$ cat src/rtl/snn_image_loader_if.sv
// rtl/snn_image_loader_if.sv - UART/RAM/core/TX handshake bundle for the SNN image loader
interface snn_image_loader_if;
  logic       rx_rdy;
  logic [7:0] rx_data;
  logic       ram_we;
  logic [9:0] ram_addr;
  logic       ram_data;
  logic       core_start;
  logic       core_done;
  logic [3:0] core_digit;
  logic       tx_start;
  logic [7:0] tx_data;
  logic       tx_done;
  logic       busy;
  logic       overrun;
  logic [3:0] digit_out;

  // Loader side: drives RAM writes, core start, UART transmit and status.
  modport master (
    input  rx_rdy, rx_data, core_done, core_digit, tx_done,
    output ram_we, ram_addr, ram_data, core_start, tx_start, tx_data,
    output busy, overrun, digit_out
  );

  // Environment side: UART receiver/transmitter, input RAM and SNN core.
  modport slave (
    output rx_rdy, rx_data, core_done, core_digit, tx_done,
    input  ram_we, ram_addr, ram_data, core_start, tx_start, tx_data,
    input  busy, overrun, digit_out
  );
endinterface

$ cat src/rtl/snn_image_loader.sv
// rtl/snn_image_loader.sv - unpacks UART image bytes into the input RAM, runs the core, sends the digit
module snn_image_loader #(
  parameter int NUM_BYTES = 98,
  parameter bit TX_ASCII  = 1'b1
) (
  input logic               clk,
  input logic               rst_n,
  snn_image_loader_if.master bus
);

  typedef enum logic [2:0] {
    LOAD_WAIT,
    UNPACK,
    START,
    WAIT_DONE,
    TX,
    TX_WAIT
  } state_e;

  // Index of the final byte of an image; reaching it ends the load phase.
  localparam logic [7:0] LAST_IDX = 8'(NUM_BYTES - 1);

  state_e     state_q, state_d;
  logic [7:0] shreg_q, shreg_d;
  logic [2:0] bit_cnt_q, bit_cnt_d;
  logic [7:0] byte_idx_q, byte_idx_d;
  logic       ram_we_q, ram_we_d;
  logic [9:0] ram_addr_q, ram_addr_d;
  logic       ram_data_q, ram_data_d;
  logic       core_start_q, core_start_d;
  logic       tx_start_q, tx_start_d;
  logic [7:0] tx_data_q, tx_data_d;
  logic       busy_q, busy_d;
  logic       overrun_q, overrun_d;
  logic [3:0] digit_q, digit_d;

  // Next-state and next-output logic; every output is registered from its _d value.
  always_comb begin
    state_d      = state_q;
    shreg_d      = shreg_q;
    bit_cnt_d    = bit_cnt_q;
    byte_idx_d   = byte_idx_q;
    ram_we_d     = 1'b0;
    ram_addr_d   = ram_addr_q;
    ram_data_d   = ram_data_q;
    core_start_d = 1'b0;
    tx_start_d   = 1'b0;
    tx_data_d    = tx_data_q;
    overrun_d    = overrun_q;
    digit_d      = digit_q;

    case (state_q)
      LOAD_WAIT: begin
        if (bus.rx_rdy) begin
          shreg_d   = bus.rx_data;
          bit_cnt_d = 3'd0;
          state_d   = UNPACK;
          // First byte of a fresh image clears the dropped-byte flag.
          if (byte_idx_q == 8'd0) overrun_d = 1'b0;
        end
      end
      UNPACK: begin
        ram_we_d   = 1'b1;
        ram_addr_d = {byte_idx_q[6:0], bit_cnt_q};
        ram_data_d = shreg_q[bit_cnt_q];
        bit_cnt_d  = bit_cnt_q + 3'd1;
        if (bit_cnt_q == 3'd7) begin
          byte_idx_d = byte_idx_q + 8'd1;
          state_d    = (byte_idx_q == LAST_IDX) ? START : LOAD_WAIT;
        end
      end
      START: begin
        core_start_d = 1'b1;
        state_d      = WAIT_DONE;
      end
      WAIT_DONE: begin
        if (bus.core_done) begin
          digit_d = bus.core_digit;
          state_d = TX;
        end
      end
      TX: begin
        tx_start_d = 1'b1;
        tx_data_d  = TX_ASCII ? (8'h30 + {4'h0, digit_q}) : {4'h0, digit_q};
        state_d    = TX_WAIT;
      end
      TX_WAIT: begin
        if (bus.tx_done) begin
          byte_idx_d = 8'd0;
          state_d    = LOAD_WAIT;
        end
      end
      default: state_d = LOAD_WAIT;
    endcase

    // Bytes arriving while not listening are lost; remember that it happened.
    if (bus.rx_rdy && (state_q != LOAD_WAIT)) overrun_d = 1'b1;

    // busy tracks the state being entered so the registered flag matches state_q.
    busy_d = (state_d != LOAD_WAIT);
  end

  // State and output registers with asynchronous reset.
  always_ff @(posedge clk or negedge rst_n) begin
    if (!rst_n) begin
      state_q      <= LOAD_WAIT;
      shreg_q      <= 8'd0;
      bit_cnt_q    <= 3'd0;
      byte_idx_q   <= 8'd0;
      ram_we_q     <= 1'b0;
      ram_addr_q   <= 10'd0;
      ram_data_q   <= 1'b0;
      core_start_q <= 1'b0;
      tx_start_q   <= 1'b0;
      tx_data_q    <= 8'd0;
      busy_q       <= 1'b0;
      overrun_q    <= 1'b0;
      digit_q      <= 4'd0;
    end else begin
      state_q      <= state_d;
      shreg_q      <= shreg_d;
      bit_cnt_q    <= bit_cnt_d;
      byte_idx_q   <= byte_idx_d;
      ram_we_q     <= ram_we_d;
      ram_addr_q   <= ram_addr_d;
      ram_data_q   <= ram_data_d;
      core_start_q <= core_start_d;
      tx_start_q   <= tx_start_d;
      tx_data_q    <= tx_data_d;
      busy_q       <= busy_d;
      overrun_q    <= overrun_d;
      digit_q      <= digit_d;
    end
  end

  assign bus.ram_we     = ram_we_q;
  assign bus.ram_addr   = ram_addr_q;
  assign bus.ram_data   = ram_data_q;
  assign bus.core_start = core_start_q;
  assign bus.tx_start   = tx_start_q;
  assign bus.tx_data    = tx_data_q;
  assign bus.busy       = busy_q;
  assign bus.overrun    = overrun_q;
  assign bus.digit_out  = digit_q;

endmodule

$ cat src/flat_wrapper.sv
// flat-port wrapper written by rule: the top's interface ports become plain ports
module snn_image_loader_flat 
#(
  parameter int NUM_BYTES = 98,
  parameter bit TX_ASCII  = 1'b1
)
  (clk, rst_n, bus_rx_rdy, bus_rx_data, bus_core_done, bus_core_digit, bus_tx_done, bus_ram_we, bus_ram_addr, bus_ram_data, bus_core_start, bus_tx_start, bus_tx_data, bus_busy, bus_overrun, bus_digit_out);
  snn_image_loader_if bus_i ();
  input logic clk;
  input logic rst_n;
  input wire logic [$bits(bus_i.rx_rdy)-1:0] bus_rx_rdy;
  input wire logic [$bits(bus_i.rx_data)-1:0] bus_rx_data;
  input wire logic [$bits(bus_i.core_done)-1:0] bus_core_done;
  input wire logic [$bits(bus_i.core_digit)-1:0] bus_core_digit;
  input wire logic [$bits(bus_i.tx_done)-1:0] bus_tx_done;
  output wire logic [$bits(bus_i.ram_we)-1:0] bus_ram_we;
  output wire logic [$bits(bus_i.ram_addr)-1:0] bus_ram_addr;
  output wire logic [$bits(bus_i.ram_data)-1:0] bus_ram_data;
  output wire logic [$bits(bus_i.core_start)-1:0] bus_core_start;
  output wire logic [$bits(bus_i.tx_start)-1:0] bus_tx_start;
  output wire logic [$bits(bus_i.tx_data)-1:0] bus_tx_data;
  output wire logic [$bits(bus_i.busy)-1:0] bus_busy;
  output wire logic [$bits(bus_i.overrun)-1:0] bus_overrun;
  output wire logic [$bits(bus_i.digit_out)-1:0] bus_digit_out;
  assign bus_i.rx_rdy = bus_rx_rdy;
  assign bus_i.rx_data = bus_rx_data;
  assign bus_i.core_done = bus_core_done;
  assign bus_i.core_digit = bus_core_digit;
  assign bus_i.tx_done = bus_tx_done;
  assign bus_ram_we = bus_i.ram_we;
  assign bus_ram_addr = bus_i.ram_addr;
  assign bus_ram_data = bus_i.ram_data;
  assign bus_core_start = bus_i.core_start;
  assign bus_tx_start = bus_i.tx_start;
  assign bus_tx_data = bus_i.tx_data;
  assign bus_busy = bus_i.busy;
  assign bus_overrun = bus_i.overrun;
  assign bus_digit_out = bus_i.digit_out;
  snn_image_loader #(.NUM_BYTES(NUM_BYTES), .TX_ASCII(TX_ASCII)) u_core (.clk(clk), .rst_n(rst_n), .bus(bus_i));
endmodule
$ cat config.mk
export PLATFORM = sky130hd
export DESIGN_NAME = snn_image_loader_flat
export DESIGN_NICKNAME = d
export VERILOG_FILES = /design/src/rtl/snn_image_loader_if.sv /design/src/rtl/snn_image_loader.sv /design/src/flat_wrapper.sv
export SDC_FILE = /design/constraint.sdc
export NUM_CORES = 1
export LEC_CHECK = 0
export ABC_AREA = 1
export CORE_ASPECT_RATIO = 1.25
export CORE_MARGIN = 3
export CORE_UTILIZATION = 45
export DETAILED_ROUTE_END_ITERATION = 6
export PLACE_DENSITY = 0.77
export SLEW_MARGIN = 20
export SYNTH_ARGS = -nofsm -noshare
export SYNTH_HDL_FRONTEND = slang
export SYNTH_SLANG_ARGS = --single-unit
$ cat constraint.sdc
create_clock -name clk -period 2.2 [get_ports clk]
set_clock_uncertainty 0.1 [all_clocks]
set_input_delay 0.22 -clock clk [delete_from_list [all_inputs] [get_ports clk]]
set_output_delay 0.22 -clock clk [all_outputs]
set_load 0.02 [all_outputs]
==> results list <==
- Power density cells: 1110 nW/um2
* Fin area: roughly 2700 um2
- The largest individual stage delay along the critical path comes from the cell sky130_fd_sc_hd__dfrtp_1.
* Clock insertion delay at the later pin of the skew report: 0.29 ns
- Syn Std Cell Area: between 2000 and 2500 um2
- Final net count: 313
- TritonCTS clock tree: done
* Clock-pin transition on the worst setup and hold timing paths: 0.08 ns
- The path class of the tightest hold or removal check is in2async.
- CP Data Required Time: 2.28 ns
- Worst-path cell chain: nor3_4 > nand2_2 > nand3_1 > o21ai_1
* Starting Density: 47.90%
- In this run the worst path has a maximum fanout of 11.
- The number of buffers and inverters on the critical path is 0.
- WS Path Type: reg2reg
* Post-placement setup slack: 0.5338 ns
- The number of different library cells used by synthesis comes to 24.
- Each instance of the synthesized netlist takes up on average 8.678 um2.
- In this design, the largest share of critical-path delay is due to simple AND/OR/NAND/NOR gates.
* Share of the yosys chip area belonging to registers: 54.65%
- Compared with the post-synthesis result, the final layout area differs by 25.81%.
- No sink is reached through more buffers than the 2 on the longest clock path.
- IR analysis of the VDD net gives a maximum drop of 0.0005109 V.
- The die covers between 5000 and 6000 um2.
* Number of port buffers: 42
* I/O pins: 45
* Number of gates resized after cts: 0
* Maximum level of the CTS H-tree: 2
* Kind of launch point of the worst setup path: flip-flop
* Post-DP Area: 2595 um2
- Cells with a size suffix above 1 make up under 10% of the layout.
- Cts bufs inserted: 5
- Number of antenna-violating nets in the routed design: 0
- Category of the worst setup path capture point: flip-flop
- Drt first-iter violations: 95
* Count of mapped cells out of synthesis: around 250
- During synthesis, Yosys emitted a total of 0 warnings.
- Max-Cap Viols: 0
* Grt total ovfl: 0
- Final weighted congestion in routability-driven placement: 0.8834
* DRC violation count after routing: 0
* Global-route wire length before repair: 7.700 mm
- For this design the static power due to leakage is ~0.0013 uW.
- From left edge to right edge, the die measures ~68 um.
- The tree is rooted in a sky130_fd_sc_hd__clkbuf_8.
* Worst setup margin: just under 0.6 ns
* Critical Path AT: 1.70 ns
- Once layout is complete, the utilization of the core stands at 60.26%.
* Delay of the slowest cell on the worst path: 0.55 ns
- Setup violations remaining at the end of the flow were counted as 0.
- Setup repair after global routing missed its margin: no
- After detailed routing, the number of vias per cell comes to 4.940.
- Via count of the first global-routing pass: 1,743
* Post-layout power: 3004 uW
- The final route contains 1,724 vias.
- Endpoints failing hold: 0
* Drt first pass iters: 4
- Chip height: 83.32 um
- Final period utilization: 73.59%
* Register bit total from synthesis: 47
- Core outline area: approximately 4500 um2
* Placed wire-length estimate after detailed placement: 3.180 mm
* Count of clock tree sinks: 47
* Number of fillers in the final layout: 422
- In this run the core area contains 27 standard-cell rows.
* Minimum period implied by the final worst setup slack: 1.619 ns
* Maximum clock frequency: between 600 and 700 MHz
* Initial antenna violation count: 0
- Overall routing resource usage: 17.40%
- Run status: finished, final reports clean
- Inserted Diodes: 0
- Final wirelength: 4.297 mm
* Post-CTS setup repair buffer count: 0
- Adding up every negative setup slack in the final design gives 0 ns.
* Detailed-route wire length per cell: 12.31 um
- Slew Limit Fails: 0
- Largest net degree at the start of global routing: 29
-- worst reg2reg max path, stage by stage (launching register included) --
cell and delay [ns]:
sky130_fd_sc_hd__dfrtp_1 0.55, sky130_fd_sc_hd__nor3_4 0.43, sky130_fd_sc_hd__nand2_2 0.24, sky130_fd_sc_hd__nand3_1 0.11
sky130_fd_sc_hd__o21ai_1 0.07
-- state kept, by name (all words and copies together), names as in the netlist --
register	cells
u_core.bit_cnt_q	3
u_core.bus.busy	1
u_core.bus.core_start	1
u_core.bus.digit_out	4
u_core.bus.overrun	1
u_core.bus.ram_addr	10
u_core.bus.ram_data	1
u_core.bus.ram_we	1
u_core.bus.tx_data	5
u_core.bus.tx_start	1
u_core.byte_idx_q	8
u_core.shreg_q	8
u_core.state_q	3
-- synth_stat cells, drive strengths merged --
| cell type | count | area share, % |
|---|---|---|
| ha | 5 | 2.9 |
| a21oi | 5 | 1.2 |
| inv | 24 | 4.2 |
| conb | 1 | 0.17 |
| nor3 | 3 | 1.5 |
| buf | 8 | 2.4 |
| clkbuf | 1 | 0.17 |
| nor2 | 16 | 3.3 |
| nand4 | 11 | 3.5 |
| o21ai | 25 | 5.8 |
| nand2 | 76 | 14 |
| nand3 | 25 | 6.4 |
| dfrtp | 47 | 55 |
| or2 | 1 | 0.29 |
-- cell type report --
cell class,count,area [um2],area share (%)
clock buffers,6,72.57,2.680
clock inverters,1,30.03,1.109
inverters,24,90.09,3.327
multi-input cells,169,833.3,30.78
flip-flops and latches,47,1176,43.44
well taps,58,72.57,2.680
repair buffers,44,432.9,15.99
-- layer usage --
metal  up-vias  routed length [um]  track usage, %
li1        882                   -               -
met1       801                1998           22.24
met2        35                2057           28.26
met3         6                 171           3.789
met4         0                  70           6.510
met5         -                   0               0
-- worst paths after layout --
kind	startpoint	to	cells past startpoint	slack, ns
max	u_core.state_q[0]$_DFF_PN0_	u_core.bit_cnt_q[0]$_DFFE_PN0P_	4	0.58
min	rst_n	u_core.bus.ram_addr[1]$_DFFE_PN0P_	2	0.30
max reg2reg	u_core.state_q[0]$_DFF_PN0_	u_core.bit_cnt_q[0]$_DFFE_PN0P_	4	0.58
min reg2reg	u_core.bus.ram_addr[6]$_DFFE_PN0P_	u_core.bus.ram_addr[6]$_DFFE_PN0P_	2	0.39
max in group asynchronous	rst_n	u_core.byte_idx_q[3]$_DFFE_PN0P_	3	0.98
min in group clk	bus_rx_data[5]	u_core.shreg_q[5]$_DFFE_PN0P_	3	0.38
-- power by group --
part	switching, uW	internal [uW]	leakage (uW)
logic	615	444	0.000647
registers	228	1120	0.000582
clock network	266	333	0.0000513
total	1110	1900	0.00128
-- per-stage QoR --
stage | std cells | hold slack [ns]
floorplan | 249 | -0.1756
global placement | 341 | 0.09792
detailed placement | 341 | 0.1020
CTS | 349 | 0.3129
global route | 349 | 0.3557
finish | 349 | 0.3005
-- what timing repair did --
item	in CTS	in global routing
endpoints found under the setup margin	0	0
hold endpoints to repair	19	0
hold buffers	1	0
-- cells by family after synthesis --
family | count (synthesis) | share of synthesized area, %
and+or+nand+nor | 132 | 28.49
DFF | 47 | 54.65
buffers and inverters | 33 | 6.802
AOI/OAI and AO/OA | 30 | 6.977
adders and majority gates | 5 | 2.907
other | 1 | 0.1743
-- placed cells by master (no fill, tap or decap), drive strengths merged, types with 2 or more instances in the layout --
master         instances
a21oi                  5
o21ai                 25
clkbuf                 6
dfrtp                 47
buf                    2
nor3                   3
nand3                 25
conb                   2
inv                   24
nand4                 11
nor2                  16
ha                     5
nand2                 76
clkdlybuf4s50         41
(Power assumes the default switching activity.)
